--- src/rtl/lock_pkg.sv ---
// Shared definitions for the lock sequencing controller.
//   - Glyph indices understood by the downstream 7-segment mux.
//   - Fixed 20-bit display words {g3,g2,g1,g0}.
//   - Controller state encoding.
//   - Helper that checks a displayed glyph word against the unlock code.
package lock_pkg;

  localparam logic [4:0] GLY_BLANK = 5'd16;
  localparam logic [4:0] GLY_U     = 5'd21;
  localparam logic [4:0] GLY_N     = 5'd22;
  localparam logic [4:0] GLY_L     = 5'd23;
  localparam logic [4:0] GLY_O     = 5'd24;
  localparam logic [4:0] GLY_C     = 5'd25;
  localparam logic [4:0] GLY_P     = 5'd26;
  localparam logic [4:0] GLY_A     = 5'd27;
  localparam logic [4:0] GLY_PU    = 5'd28;
  localparam logic [4:0] GLY_S     = 5'd29;

  localparam logic [19:0] WORD_LOC  = {GLY_BLANK, GLY_L, GLY_O, GLY_C};
  localparam logic [19:0] WORD_UNLC = {GLY_U, GLY_N, GLY_L, GLY_C};
  localparam logic [19:0] WORD_PAUS = {GLY_P, GLY_A, GLY_PU, GLY_S};

  typedef enum logic [1:0] {
    ST_LOCKED   = 2'd0,
    ST_ENTRY    = 2'd1,
    ST_UNLOCKED = 2'd2,
    ST_PAUSE    = 2'd3
  } state_e;

  // A glyph >= 16 is not a digit, so any such glyph makes the entry wrong.
  function automatic logic code_match(input logic [19:0] g, input logic [15:0] code);
    logic all_digits;
    all_digits = ~(g[19] | g[14] | g[9] | g[4]);
    return all_digits && ({g[18:15], g[13:10], g[8:5], g[3:0]} == code);
  endfunction

endpackage

--- src/rtl/tick_timer.sv ---
// 16-bit loadable down-counter advanced by a tick enable.
//   clk, rst    : clock, synchronous active-high reset (count cleared)
//   load_i      : load load_val_i (wins over counting)
//   load_val_i  : reload value
//   run_i       : counting allowed
//   tick_i      : single-cycle advance strobe
//   done_o      : combinational pulse on the tick that takes the count to 0
module tick_timer (
  input  logic        clk,
  input  logic        rst,
  input  logic        load_i,
  input  logic [15:0] load_val_i,
  input  logic        run_i,
  input  logic        tick_i,
  output logic        done_o
);

  logic [15:0] cnt_q;

  always_ff @(posedge clk) begin
    if (rst) begin
      cnt_q <= '0;
    end else if (load_i) begin
      cnt_q <= load_val_i;
    end else if (run_i && tick_i && (cnt_q != '0)) begin
      cnt_q <= cnt_q - 16'd1;
    end
  end

  assign done_o = run_i && tick_i && (cnt_q == 16'd1);

endmodule

--- src/rtl/lock_seq_ctrl.sv ---
// Sequencing controller for the electronic lock: code entry, check, unlock,
// lockout pause and entry timeout. Owns attempts, timers and glyph word.
//   clk, rst     : clock, synchronous active-high reset
//   tick         : 1 kHz single-cycle timer strobe
//   btn[3:0]     : one-hot digit load, btn[3]=digit0 ... btn[0]=digit3
//   switch[3:0]  : digit value
//   latch, lock  : check / relock requests, acted on at their falling edge
//   disp_glyphs  : {g3,g2,g1,g0} glyph indices (registered)
//   led[7:0]     : status LEDs (registered)
//   state_o[2:0] : current state, debug
module lock_seq_ctrl
  import lock_pkg::*;
#(
  parameter logic [15:0] UNLOCK_CODE   = 16'h3283,
  parameter int unsigned TIMEOUT_TICKS = 30000,
  parameter int unsigned PAUSE_TICKS   = 20000,
  parameter int unsigned BLINK_TICKS   = 500,
  parameter int unsigned MAX_ATTEMPTS  = 2
) (
  input  logic        clk,
  input  logic        rst,
  input  logic        tick,
  input  logic [3:0]  btn,
  input  logic [3:0]  switch,
  input  logic        latch,
  input  logic        lock,
  output logic [19:0] disp_glyphs,
  output logic [7:0]  led,
  output logic [2:0]  state_o
);

  if (TIMEOUT_TICKS > 32'h0000_FFFF || PAUSE_TICKS > 32'h0000_FFFF ||
      BLINK_TICKS > 32'h0000_FFFF) begin : g_tick_range
    $error("lock_seq_ctrl: *_TICKS parameters must be below 2**16");
  end
  if (MAX_ATTEMPTS < 1 || MAX_ATTEMPTS > 255) begin : g_att_range
    $error("lock_seq_ctrl: MAX_ATTEMPTS must be in 1..255");
  end

  localparam logic [7:0] MAX_ATT = 8'(MAX_ATTEMPTS);

  state_e      state_q, state_d;
  logic [19:0] glyphs_q, glyphs_d;
  logic [7:0]  led_q, led_d;
  logic [7:0]  attempts_q, attempts_d, att_inc;
  logic        latch_prev_q, lock_prev_q;
  logic        latch_fall, lock_fall, btn_ok;
  logic        to_load, pause_load, blink_load;
  logic        to_done, pause_done, blink_done;

  assign latch_fall = latch_prev_q & ~latch;
  assign lock_fall  = lock_prev_q & ~lock;
  assign btn_ok     = $onehot(btn);

  tick_timer u_timeout (
    .clk(clk), .rst(rst), .load_i(to_load), .load_val_i(16'(TIMEOUT_TICKS)),
    .run_i(state_q == ST_ENTRY), .tick_i(tick), .done_o(to_done)
  );

  tick_timer u_pause (
    .clk(clk), .rst(rst), .load_i(pause_load), .load_val_i(16'(PAUSE_TICKS)),
    .run_i(state_q == ST_PAUSE), .tick_i(tick), .done_o(pause_done)
  );

  tick_timer u_blink (
    .clk(clk), .rst(rst), .load_i(blink_load), .load_val_i(16'(BLINK_TICKS)),
    .run_i(state_q == ST_UNLOCKED), .tick_i(tick), .done_o(blink_done)
  );

  always_comb begin
    state_d    = state_q;
    glyphs_d   = glyphs_q;
    led_d      = led_q;
    attempts_d = attempts_q;
    att_inc    = attempts_q + 8'd1;
    to_load    = 1'b0;
    pause_load = 1'b0;
    blink_load = 1'b0;
    unique case (state_q)
      ST_LOCKED, ST_ENTRY: begin
        led_d = {2'b00, lock, latch, switch};
        // Priority: latch fall > lock fall > timeout > digit press.
        if (latch_fall) begin
          if (code_match(glyphs_q, UNLOCK_CODE)) begin
            state_d    = ST_UNLOCKED;
            glyphs_d   = WORD_UNLC;
            attempts_d = '0;
            blink_load = 1'b1;
            led_d      = 8'hFF;
          end else if (att_inc < MAX_ATT) begin
            state_d    = ST_LOCKED;
            glyphs_d   = WORD_LOC;
            attempts_d = att_inc;
          end else begin
            state_d    = ST_PAUSE;
            glyphs_d   = WORD_PAUS;
            attempts_d = '0;
            pause_load = 1'b1;
            led_d      = '0;
          end
        end else if (lock_fall) begin
          state_d    = ST_LOCKED;
          glyphs_d   = WORD_LOC;
          attempts_d = '0;
        end else if (state_q == ST_ENTRY && to_done) begin
          state_d  = ST_LOCKED;
          glyphs_d = WORD_LOC;
        end else if (btn_ok) begin
          case (btn)
            4'b0001: glyphs_d[19:15] = {1'b0, switch};
            4'b0010: glyphs_d[14:10] = {1'b0, switch};
            4'b0100: glyphs_d[9:5]   = {1'b0, switch};
            4'b1000: glyphs_d[4:0]   = {1'b0, switch};
            default: ;
          endcase
          // Timeout runs from the first digit only; later digits do not restart it.
          if (state_q == ST_LOCKED) begin
            state_d = ST_ENTRY;
            to_load = 1'b1;
          end
        end
      end
      ST_UNLOCKED: begin
        if (lock_fall) begin
          state_d  = ST_LOCKED;
          glyphs_d = WORD_LOC;
          led_d    = {2'b00, lock, latch, switch};
        end else if (blink_done) begin
          led_d      = ~led_q;
          blink_load = 1'b1;
        end
      end
      ST_PAUSE: begin
        led_d = '0;
        if (pause_done) begin
          state_d  = ST_LOCKED;
          glyphs_d = WORD_LOC;
        end
      end
    endcase
  end

  always_ff @(posedge clk) begin
    // Edge history always tracks the inputs, so reset never leaves a stale edge.
    latch_prev_q <= latch;
    lock_prev_q  <= lock;
    if (rst) begin
      state_q    <= ST_LOCKED;
      glyphs_q   <= WORD_LOC;
      led_q      <= '0;
      attempts_q <= '0;
    end else begin
      state_q    <= state_d;
      glyphs_q   <= glyphs_d;
      led_q      <= led_d;
      attempts_q <= attempts_d;
    end
  end

  assign disp_glyphs = glyphs_q;
  assign led         = led_q;
  assign state_o     = {1'b0, state_q};

endmodule

--- config.mk ---
export PLATFORM = sky130hd
export DESIGN_NAME = lock_seq_ctrl
export DESIGN_NICKNAME = d
export VERILOG_FILES = /design/src/rtl/lock_pkg.sv /design/src/rtl/tick_timer.sv /design/src/rtl/lock_seq_ctrl.sv
export SDC_FILE = /design/constraint.sdc
export NUM_CORES = 1
export LEC_CHECK = 0
export ABC_AREA = 1
export BUFFER_PORTS_ARGS = -buffer_cell sky130_fd_sc_hd__buf_2
export CORE_ASPECT_RATIO = 1.75
export CORE_UTILIZATION = 40
export CTS_BUF_LIST = sky130_fd_sc_hd__clkbuf_8
export DETAILED_ROUTE_END_ITERATION = 10
export PLACE_DENSITY = 0.54
export RECOVER_POWER = 50
export SYNTH_ARGS = -nofsm -noshare
export SYNTH_HDL_FRONTEND = slang
export SYNTH_SLANG_ARGS = --single-unit
--- constraint.sdc ---
create_clock -name clk -period 2.9 [get_ports clk]
set_input_delay 0.29 -clock clk [delete_from_list [all_inputs] [get_ports clk]]
set_output_delay 0.29 -clock clk [all_outputs]
set_load 0.01 [all_outputs]
* Yosys cells after proc, flatten, opt, wreduce, memory -nomap -nowiden
Cells that the tools add are included.
** Word-level totals
- Flip-flop bits (word level) :: 88
- Latch bits :: 0
- RAM bits :: 0
- Bits in read-only memories :: 0
- Input bits :: 13
- Output and inout bits :: 31
- Logic and storage cells :: 136
- Memories kept :: 0
** Cells by class
- Add/sub/neg operators :: 7
- Multipliers :: 0
- Divide/modulo/power cells :: 0
- $lt $le $gt $ge :: 1
- Eq/ne operators :: 21
- Shift-type cells :: 0
- Mux-type cells :: 54
- Bitwise operators :: 9
- Reductions and logical operators :: 29
** Operators by type and width (number)
- 20-bit 2-to-1 mux :: 6
- 8-bit 2-to-1 mux :: 8
- 15-bit 2-to-1 mux :: 4
- 20-bit one-hot mux with 3 select lines :: 1
- 16-bit by 1-bit == test with 1-bit output, second input constant :: 3
- 16-bit nonzero test :: 3
- 16-bit by 1-bit subtractor with 16-bit output, second input constant :: 3
- 19-bit 2-to-1 mux :: 2
- 8-bit one-hot mux with 3 select lines :: 1
- 5-bit 2-to-1 mux :: 4
- 5-bit by 4-bit inequality test with 1-bit output, second input constant :: 4
- 4-bit AND reduction :: 5
- 2-bit 2-to-1 mux :: 9
- 9-bit 2-to-1 mux :: 2
- 16-bit by 14-bit == test with 1-bit output, second input constant :: 1
- 1-bit 2-to-1 mux :: 14
- 1-bit logical AND :: 11
- 5-bit inequality test, second input constant :: 2
- 8-bit by 1-bit adder with 8-bit output, second input constant :: 1
- 8-bit by 2-bit less-than comparator with 1-bit output, second input constant :: 1
- 8-bit NOT :: 1
- 2-bit nonzero test :: 4
- 2-bit OR reduction :: 4
- 6-bit 2-to-1 mux :: 1
- other kinds (18) :: 26

* Depth between registers and ports, before layout
Gate-level depths: netlist of run 1.
- Word-level depth :: 9
- Depth in mapped cells :: 14
- Gate-level depth less buffers :: 14

* Cells and area by module
From an unflattened synthesis of run 1, not the netlist that was laid out.
** Unflattened totals
- Cell total of the unflattened synthesis :: 937
- Area, all modules :: 5809.3 um^2
** By module, submodules not included
- tick_timer (u_blink ...) :: times used 2, cells each 197, area each 1184.9 um^2, sequential area each 320.3 um^2
- lock_seq_ctrl :: times used 1, cells each 344, area each 2265.9 um^2, sequential area each 800.8 um^2
- tick_timer (u_timeout) :: times used 1, cells each 199, area each 1173.6 um^2, sequential area each 320.3 um^2

* Worst setup path after synthesis of run 1
Ideal clock, no wire load.
- Path type :: input to register
- Start :: input port btn[0]
- End :: register u_timeout.cnt_q[4]
- Library setup time :: 0.128 ns
- Arrival :: 2.320 ns
- Required time :: 2.772 ns
- Setup slack :: 0.452 ns
- Stages :: 13
- Path buffers :: 0
- Cells stage by stage :: inv_1 fa_1 inv_1 ha_1 ha_1 nor3_2 inv_2 nor3_1 nand3_1 nand2_1 inv_2 a21oi_1 nor2_1
** On the way
- Word-level cells in the longest chain between the ends :: 9
- Elaborated cells between the ends (all ways) :: 10
- Those cells by class :: 2 x add/sub; 1 x eq/ne; 6 x mux; 1 x reduce/logical
** Ends and longest elaborated chain
- start, declared :: line lock_seq_ctrl.sv:23 : input logic [3:0] btn,
- 1-bit by 1-bit adder with 2-bit output (implied by the code) * :: line lock_seq_ctrl.sv:53 : assign btn_ok = $onehot(btn);
- 2-bit by 2-bit adder with 3-bit output (implied by the code) * :: line lock_seq_ctrl.sv:53
- 3-bit by 1-bit == test with 1-bit output * :: line lock_seq_ctrl.sv:53
- 1-bit 2-to-1 mux * :: line lock_seq_ctrl.sv:108 : end else if (btn_ok) begin
- 1-bit 2-to-1 mux * :: line lock_seq_ctrl.sv:105 : end else if (state_q == ST_ENTRY && to_done) begin
- 1-bit 2-to-1 mux * :: line lock_seq_ctrl.sv:101 : end else if (lock_fall) begin
- 1-bit 2-to-1 mux * :: line lock_seq_ctrl.sv:83 : if (latch_fall) begin
- 1-bit 2-to-1 mux * :: line lock_seq_ctrl.sv:79 : unique case (state_q)
- 15-bit 2-to-1 mux / 2-bit nonzero test (equally long branches)
- end signal, assigned :: line tick_timer.sv:24 : cnt_q <= load_val_i;
- end signal, assigned :: line tick_timer.sv:26 : cnt_q <= cnt_q - 16'd1;
- end, declared :: line tick_timer.sv:18 : logic [15:0] cnt_q;
Every way passes the cells marked *; elsewhere a longest branch is shown, timed or not.
A chain may end at the register's enable or synchronous reset.

* Final worst setup path of run 1
- Start :: input port btn[0]
- End :: register u_timeout.cnt_q[3]
** On the way
- Word-level cells in the longest chain between the ends :: 9
** Ends and longest elaborated chain (line)
- 1-bit by 1-bit adder with 2-bit output (implied by the code) :: lock_seq_ctrl.sv:53
- 2-bit by 2-bit adder with 3-bit output (implied by the code) :: lock_seq_ctrl.sv:53
- 3-bit by 1-bit == test with 1-bit output :: lock_seq_ctrl.sv:53
- 1-bit 2-to-1 mux :: lock_seq_ctrl.sv:108
- 1-bit 2-to-1 mux :: lock_seq_ctrl.sv:105
- 1-bit 2-to-1 mux :: lock_seq_ctrl.sv:101
- 1-bit 2-to-1 mux :: lock_seq_ctrl.sv:83
- 1-bit 2-to-1 mux :: lock_seq_ctrl.sv:79
- 2-bit OR reduction (no line)
Every way passes these cells.

==> impl_metrics.csv, run 1 <==
group,metric,value,unit
sta,hold_viol,0,
synthesis,async_flop_share,0,%
detailed_routing,wl_per_cell,13.8,µm
die,core_area,12900,µm²
setup_path,cp_max_fo,9,
cells_and_area,drive_gt1_share,10.6,%
detailed_routing,drc_errors,0,
synthesis,yosysUniqueCellTypes,41,
place,place.gp.congestion,0.861,
cells_and_area,register_area,1760,µm²
detailed_routing,drt_iter0_markers,192,
grt,grt_pass1_wl,22.9,mm
grt,antenna_found_initial,0,
clock_network,clkTransAtPathRegs,0.08,ns
clock_network,cts_hold_buf,0,
detailed_routing,vias_per_cell,4.97,
pwr,p_per_area,532,nW/µm²
sta,holdWs,0.0776,ns
sta,rsz0062_at_grt,"false",
die,io_pins,44,
sta,fin_crit_sh,84.9,%
synthesis,syn_avg_cell_area,6.57,µm²
synthesis,synthFlopType,"dfxtp_1",
detailed_routing,antenna_left,0,
sta,relSlewSlack,53.0,%
clock_network,cts_resized,0,
clock_network,cts_buffer_depth,2,
cells_and_area,diodes,0,
sta,fin_skew,0.0173,ns
detailed_routing,via_count,5057,
clock_network,cts_tree,"yes",
hold_path,hp-class,"primary input to flop",
clock_network,clock-sinks,88,
setup_path,end_kind,"flop",
flow_run,drv_cap,0,
die,num_rows,55,
die,die_h,153,µm
sta,tns,0,ns
grt,grt_usage,21.7,%
grt,grt_max_degree,22,
setup_path,critical_path_arrival,2.70,ns
sta,final_max_slew_viol_count,0,
pwr,p_leak,2.80,nW
grt,grt-ovfl-total,0,
cells_and_area,multi_input_area,2980,µm²
sta,setup_viol,0,
synthesis,syn_nets,827,
synthesis,netlist_area,5240,µm²
cells_and_area,area_delta_synth_final,10.3,%
die,initial_core_util,40.7,%
clock_network,cts-root-buf,"clkbuf_8",
cells_and_area,fin_nets,870,
pwr,ir_worst_vdd,0.289,mV
die,dieArea,13600,µm²
synthesis,ys_ff_latch,88,
clock_network,cts_setup_buffers,0,
setup_path,worstSetupPathType,"primary input to flop",
synthesis,synth_edf_count,0,
place,hpwl,11.0,mm
setup_path,worstSetupStartpointType,"primary input",
clock_network,htreeDepth,3,
synthesis,ys_seq_area_share,33.6,%
sta,min_period,2.46,ns
setup_path,worstPathRequired,3.14,ns
place,portBuffers,42,
clock_network,numCtsBuffers,9,
status,outcome,"finished clean",
detailed_routing,wl,14.0,mm
cells_and_area,fill_cells,1457,
grt,grt_pass1_vias,4879,
clock_network,clk_latency,0.37,ns
sta,tightest_slew,0.704,ns
die,fp.dieW,88.5,µm
detailed_routing,dr.pass1.iters,5,
sta,clock.fmax,406,MHz
synthesis,synthCells,798,
synthesis,ys_warn_count,0,
state kept, by name, indices dropped and copies added (netlist names):
| signal | count |
|---|---|
| disp_glyphs | 20 |
| u_pause.cnt_q | 16 |
| attempts_q | 8 |
| u_timeout.cnt_q | 16 |
| lock_prev_q | 1 |
| led | 8 |
| u_blink.cnt_q | 16 |
| latch_prev_q | 1 |
| state_q | 2 |
cell type report:
class	instances	share of cell area, %
clock inverters	5	1.39
well taps	171	3.70
multi-input cells	591	51.5
clock buffers	11	2.62
inverters	104	6.77
flip-flops and latches	88	30.5
repair buffers	47	3.57
synthesized netlist by cell type (13+ instances only):
cell type	n	share of area (%)
nand4_1	14	1.7
a21oi_1	38	3.6
xor2_1	16	2.7
inv_2	15	1.1
nor3_1	20	1.9
nand3_1	58	5.5
ha_1	15	3.6
inv_1	86	6.2
dfxtp_1	88	34
o21ai_1	21	2.0
nor2_2	14	1.7
nand2_1	204	15
o21ai_0	13	1.2
nor2_1	112	8.0
nand2_2	13	1.6
report_power, final:
part | leakage [nW] | internal (W) | switching [W]
logic | 1.96 | 0.000251 | 0.000471
clock network | 0.117 | 0.000532 | 0.000466
registers | 0.717 | 0.00128 | 0.0000767
per-stage QoR:
step	utilization, %	power (W)	cell area (µm²)	worst slack (ns)	cells
global placement	43.7	0.00211	5620	0.238	1001
floorplan	-	0.00193	5240	0.452	798
global route	44.9	0.00328	5780	0.218	1017
CTS	45.5	0.00312	5850	0.574	1017
detailed placement	43.7	0.00213	5620	0.188	1001
finish	44.9	0.00308	5780	0.437	1017
worst paths after layout:
path	start	to	slack, ns	depth (start not counted)
max reg2reg	state_q[1]	u_blink.cnt_q[12]	0.48	8
min	latch	latch_prev_q	0.08	1
min reg2reg	attempts_q[1]	attempts_q[1]	0.47	2
max	btn[0]	u_timeout.cnt_q[3]	0.44	12
cells in the final DEF (no fill, tap or decap), drive strengths merged, types with 2 or more instances in the layout:
| master | count |
|---|---|
| bufinv | 2 |
| nor3b | 2 |
| nand3 | 62 |
| xnor2 | 6 |
| dfxtp | 88 |
| nor3 | 22 |
| clkbuf | 44 |
| a31oi | 5 |
| o21ai | 34 |
| clkinv | 3 |
| a21oi | 45 |
| o211ai | 4 |
| o21bai | 2 |
| nand3b | 6 |
| ha | 15 |
| xor2 | 16 |
| or2 | 3 |
| nand2 | 219 |
| inv | 102 |
| nand4 | 14 |
| buf | 14 |
| clkinvlp | 2 |
| nor2 | 131 |
per-layer routing:
layer	global-route usage [%]	share of wire [%]	up-vias
li1	-	-	2621
met1	22.4	39	2347
met2	42.1	56	69
met3	3.35	2.9	20
met4	7.45	2.0	0
met5	0	0	-
cells by family (layout without fill, tap and decap cells):
logic type               count (synthesis)  after routing  synth area share [%]
AND/OR/NAND/NOR                        462            462                  40.0
buffers and inverters                  119            167                  9.14
AO/OA/AOI/OAI                           90             90                  9.57
flip-flops                              88             88                  33.6
XOR/XNOR                                22             22                  3.68
adder cells (fa/ha/maj)                 16             16                  3.96
other                                    1              1                0.0715
critical path: stages:
cell and delay [ns]:
clkbuf_1 0.10, inv_1 0.09, fa_1 0.55, inv_1 0.04
ha_1 0.17, ha_1 0.27, nor3_1 0.40, inv_2 0.07
nor3_1 0.13, nand3_1 0.19, nand2_1 0.31, nor2_1 0.09
(Power assumes the default switching activity.)
==> run 2: changes to the inputs <==
Settings changed: ABC_AREA 1 to 0, PLACE_DENSITY 0.54 to 0.55.
Clock period 2.9 ns to 2.35 ns, I/O delays scaled along.
==> run 2 against run 1 <==
Sequential cell count stayed put; hold slack got worse by 0.015 ns; critical path depth shrank 1; total power up 7.4%; first-iteration DRC count decreased by 31%; combinational power fell by 7.9%; global-route usage up 0.12 points; via count is 23% lower; sequential power rose by 21%; critical endpoint is now disp_glyphs[6].
==> impl_metrics.csv, run 2 <==
group,metric,value,unit
status,outcome,"finished clean",
die,initial_core_util,40.8,%
setup_path,r2r_slack,0.12,ns
synthesis,ys_warn_count,0,
pwr,p_switching,0.00102,W
detailed_routing,antenna_left,0,
place,portBuffers,42,
detailed_routing,dr.pass1.iters,4,
sta,finalWorstSetupSlack,0.110,ns
cells_and_area,area_delta_synth_final,19.3,%
setup_path,end_kind,"flop",
setup_path,worstSetupStartpointType,"primary input",
cells_and_area,diodes,0,
cells_and_area,fin_nets,616,
synthesis,yosysUniqueCellTypes,59,
sta,tightest_slew,0.616,ns
sta,fin_crit_sh,95.3,%
detailed_routing,via_count,3889,
synthesis,synthCells,504,
pwr,pwr-share-seq,49.9,%
synthesis,syn_nets,533,
synthesis,ys_ff_latch,88,
synthesis,synth_largest_area_cell,"dfxtp_1",
detailed_routing,wl_per_cell,15.8,µm
setup_path,cp_slowest_cell,"fa_1",
setup_path,r2r_cells,8,
setup_path,cp_max_fo,2,
cells_and_area,finalInstanceArea,5180,µm²
die,die_h,140,µm
grt,grt-ovfl-total,0,
die,fp.dieW,80.7,µm
pwr,power_frac_comb,20.1,%
grt,grt_pass1_wl,18.8,mm
synthesis,syn_avg_cell_area,8.61,µm²
synthesis,netlist_area,4340,µm²
die,dieArea,11300,µm²
synthesis,synth.area.top_cells,"dfxtp_1, nor2_1, xor2_1",
place,hpwl,8.73,mm
clock_network,clk_latency,0.37,ns
detailed_routing,wl,11.4,mm
pwr,swShare,30.7,%
sta,min_period,2.24,ns
clock_network,cts-root-buf,"clkbuf_8",
clock_network,clkTransAtPathRegs,0.10,ns
pwr,clkPwrFrac,30.0,%
setup_path,worstSetupPathType,"primary input to flop",
cells_and_area,drive_gt1_share,14.9,%
pwr,p_leak,1.98,nW
synthesis,yosys.cell_count.top_type,"dfxtp_1",
grt,grt_pass1_vias,3908,
setup_path,critical-path-top-delay-family,"adder cells",
synthesis,synthFlopType,"dfxtp_1",
setup_path,critical_path_arrival,2.55,ns
pwr,ir_worst_vdd,0.298,mV
clock_network,numCtsBuffers,9,
clock_network,htreeDepth,3,
grt,grt_usage,21.8,%
clock_network,cts_tree,"yes",
sta,clock.fmax,446,MHz
sta,rsz0062_at_grt,"false",
cells_and_area,largest_register_ffs,20,
hold_path,hold_start,"lock",
detailed_routing,vias_per_cell,5.39,
setup_path,max_stage_delay,0.54,ns
place,pre_cts_ws,-0.292,ns
hold_path,min_to,"lock_prev_q",
setup_path,cp_num_buf_inv,3,
die,num_rows,50,
detailed_routing,drt_iter0_markers,133,
synthesis,synth_edf_count,0,
setup_path,worstPathRequired,2.66,ns
sta,final_max_slew_viol_count,0,
flow_run,drv_cap,0,
sta,hold_viol,0,
synthesis,async_flop_share,0,%
synthesis,synth_top_cell_area_share,40.6,%
synthesis,ys_seq_area_share,40.6,%
setup_path,path_cells,"buf_2, inv_2, fa_1, inv_1, ha_2, ha_4, nor3b_4, nand4_1, a31o_4, or4_1, a21oi_1",
sta,fin_skew,0.0141,ns
pwr,p_int,0.00229,W
place,place_area,5020,µm²
pwr,p_per_area,638,nW/µm²
cells_and_area,layout_common_cells,"dfxtp_1, nor2_1, nand2_1, buf_4, clkbuf_1",
setup_path,regToRegEndpoint,"led[2]",
synthesis,ys_top_cells_by_count,"dfxtp_1, nor2_1, nand2_1",
grt,grt_max_degree,32,
grt,antenna_found_initial,0,
hold_path,whs_path_depth,1,
clock_network,clock-sinks,88,
hold_path,hp-class,"primary input to flop",
clock_network,cts_buffer_depth,2,
sta,relSlewSlack,58.7,%
sta,setup_viol,0,
detailed_routing,drc_errors,0,
place,place.gp.congestion,0.913,
die,core_area,10600,µm²
die,io_pins,44,
setup_path,r2r_start,"attempts_q[0]",
cells_and_area,final_common_cell,"dfxtp_1",
-- run 2: cell count changes after synthesis, sizes merged, moves of 7 or more --
cell	change
nand2b	+7
nor2	-63
inv	-86
a21oi	-12
xnor2	+13
nand2	-173
nor2b	+8
and2	+9
o21ai	-22
xor2	+11
nand3	-51
a31oi	+7
a211oi	+11
-- run 2: cell type report --
type / count / area [µm²]
Tap cell: 130 / 163
Clock inverter: 6 / 43.8
Fill cell: 1093 / 5460
Timing Repair Buffer: 90 / 528
Multi-Input combinational cell: 382 / 2480
Inverter: 16 / 60.1
Clock buffer: 10 / 138
Sequential cell: 88 / 1760
-- run 2: metrics by stage --
step / util [%] / instances / TNS [ns] / hold slack (ns) / power (W)
after floorplan: - / 504 / -0.167 / 0.263 / 0.00208
after global placement: 47.2 / 704 / -1.57 / 0.400 / 0.00233
after detailed placement: 47.2 / 704 / -2.19 / 0.399 / 0.00235
after CTS: 49.0 / 721 / 0 / 0.00732 / 0.00334
after global routing: 48.7 / 722 / 0 / 0.0424 / 0.00348
final: 48.7 / 722 / 0 / 0.0623 / 0.00331
-- run 2: logic make-up (layout without fill, tap and decap cells) --
group                    Yosys count  in the layout  share of synthesized area, %
AND/OR/NAND/NOR                  217            217                          26.1
AO/OA/AOI/OAI                    101            101                          15.7
flip-flops                        88             88                          40.6
XOR/XNOR                          46             46                          9.28
buffers and inverters             34            122                          3.20
adder cells (fa/ha/maj)           16             16                          4.79
other                              1              1                        0.0864
multiplexers                       1              1                         0.231
-- run 2: how the worst max path moves through the flow --
stage               slack [ns]           from  cells past startpoint              to
floorplan                -0.17         btn[0]                     10  disp_glyphs[6]
global placement         -0.26         btn[0]                     11  disp_glyphs[6]
detailed placement       -0.29         btn[0]                     11  disp_glyphs[6]
CTS                       0.01  attempts_q[0]                      8          led[2]
global route              0.01         btn[0]                     11  disp_glyphs[6]
finish                    0.11         btn[0]                     11  disp_glyphs[6]
-- run 2: metal layers --
layer / global-route usage, % / up-vias / wire length [µm]
li1: - / 1966 / -
met1: 23.6 / 1827 / 4580
met2: 40.3 / 71 / 6210
met3: 3.21 / 25 / 281
met4: 9.59 / 0 / 343
met5: 0 / - / 0
-- run 2: power by group through the flow --
stage | logic [W] | clock network (W) | registers, W
CTS | 0.000672 | 0.00102 | 0.00165
finish | 0.000664 | 0.000991 | 0.00165
global placement | 0.000655 | 0 | 0.00168
detailed placement | 0.000666 | 0 | 0.00168
floorplan | 0.000404 | 0 | 0.00168
global route | 0.000739 | 0.00108 | 0.00166
-- run 2: repair_timing --
item                                    CTS  global route
gates resized for setup                   0             6
setup buffers                             0             1
hold buffers                              1             0
endpoints found under the hold margin     1             0
endpoints found under the setup margin    0            23
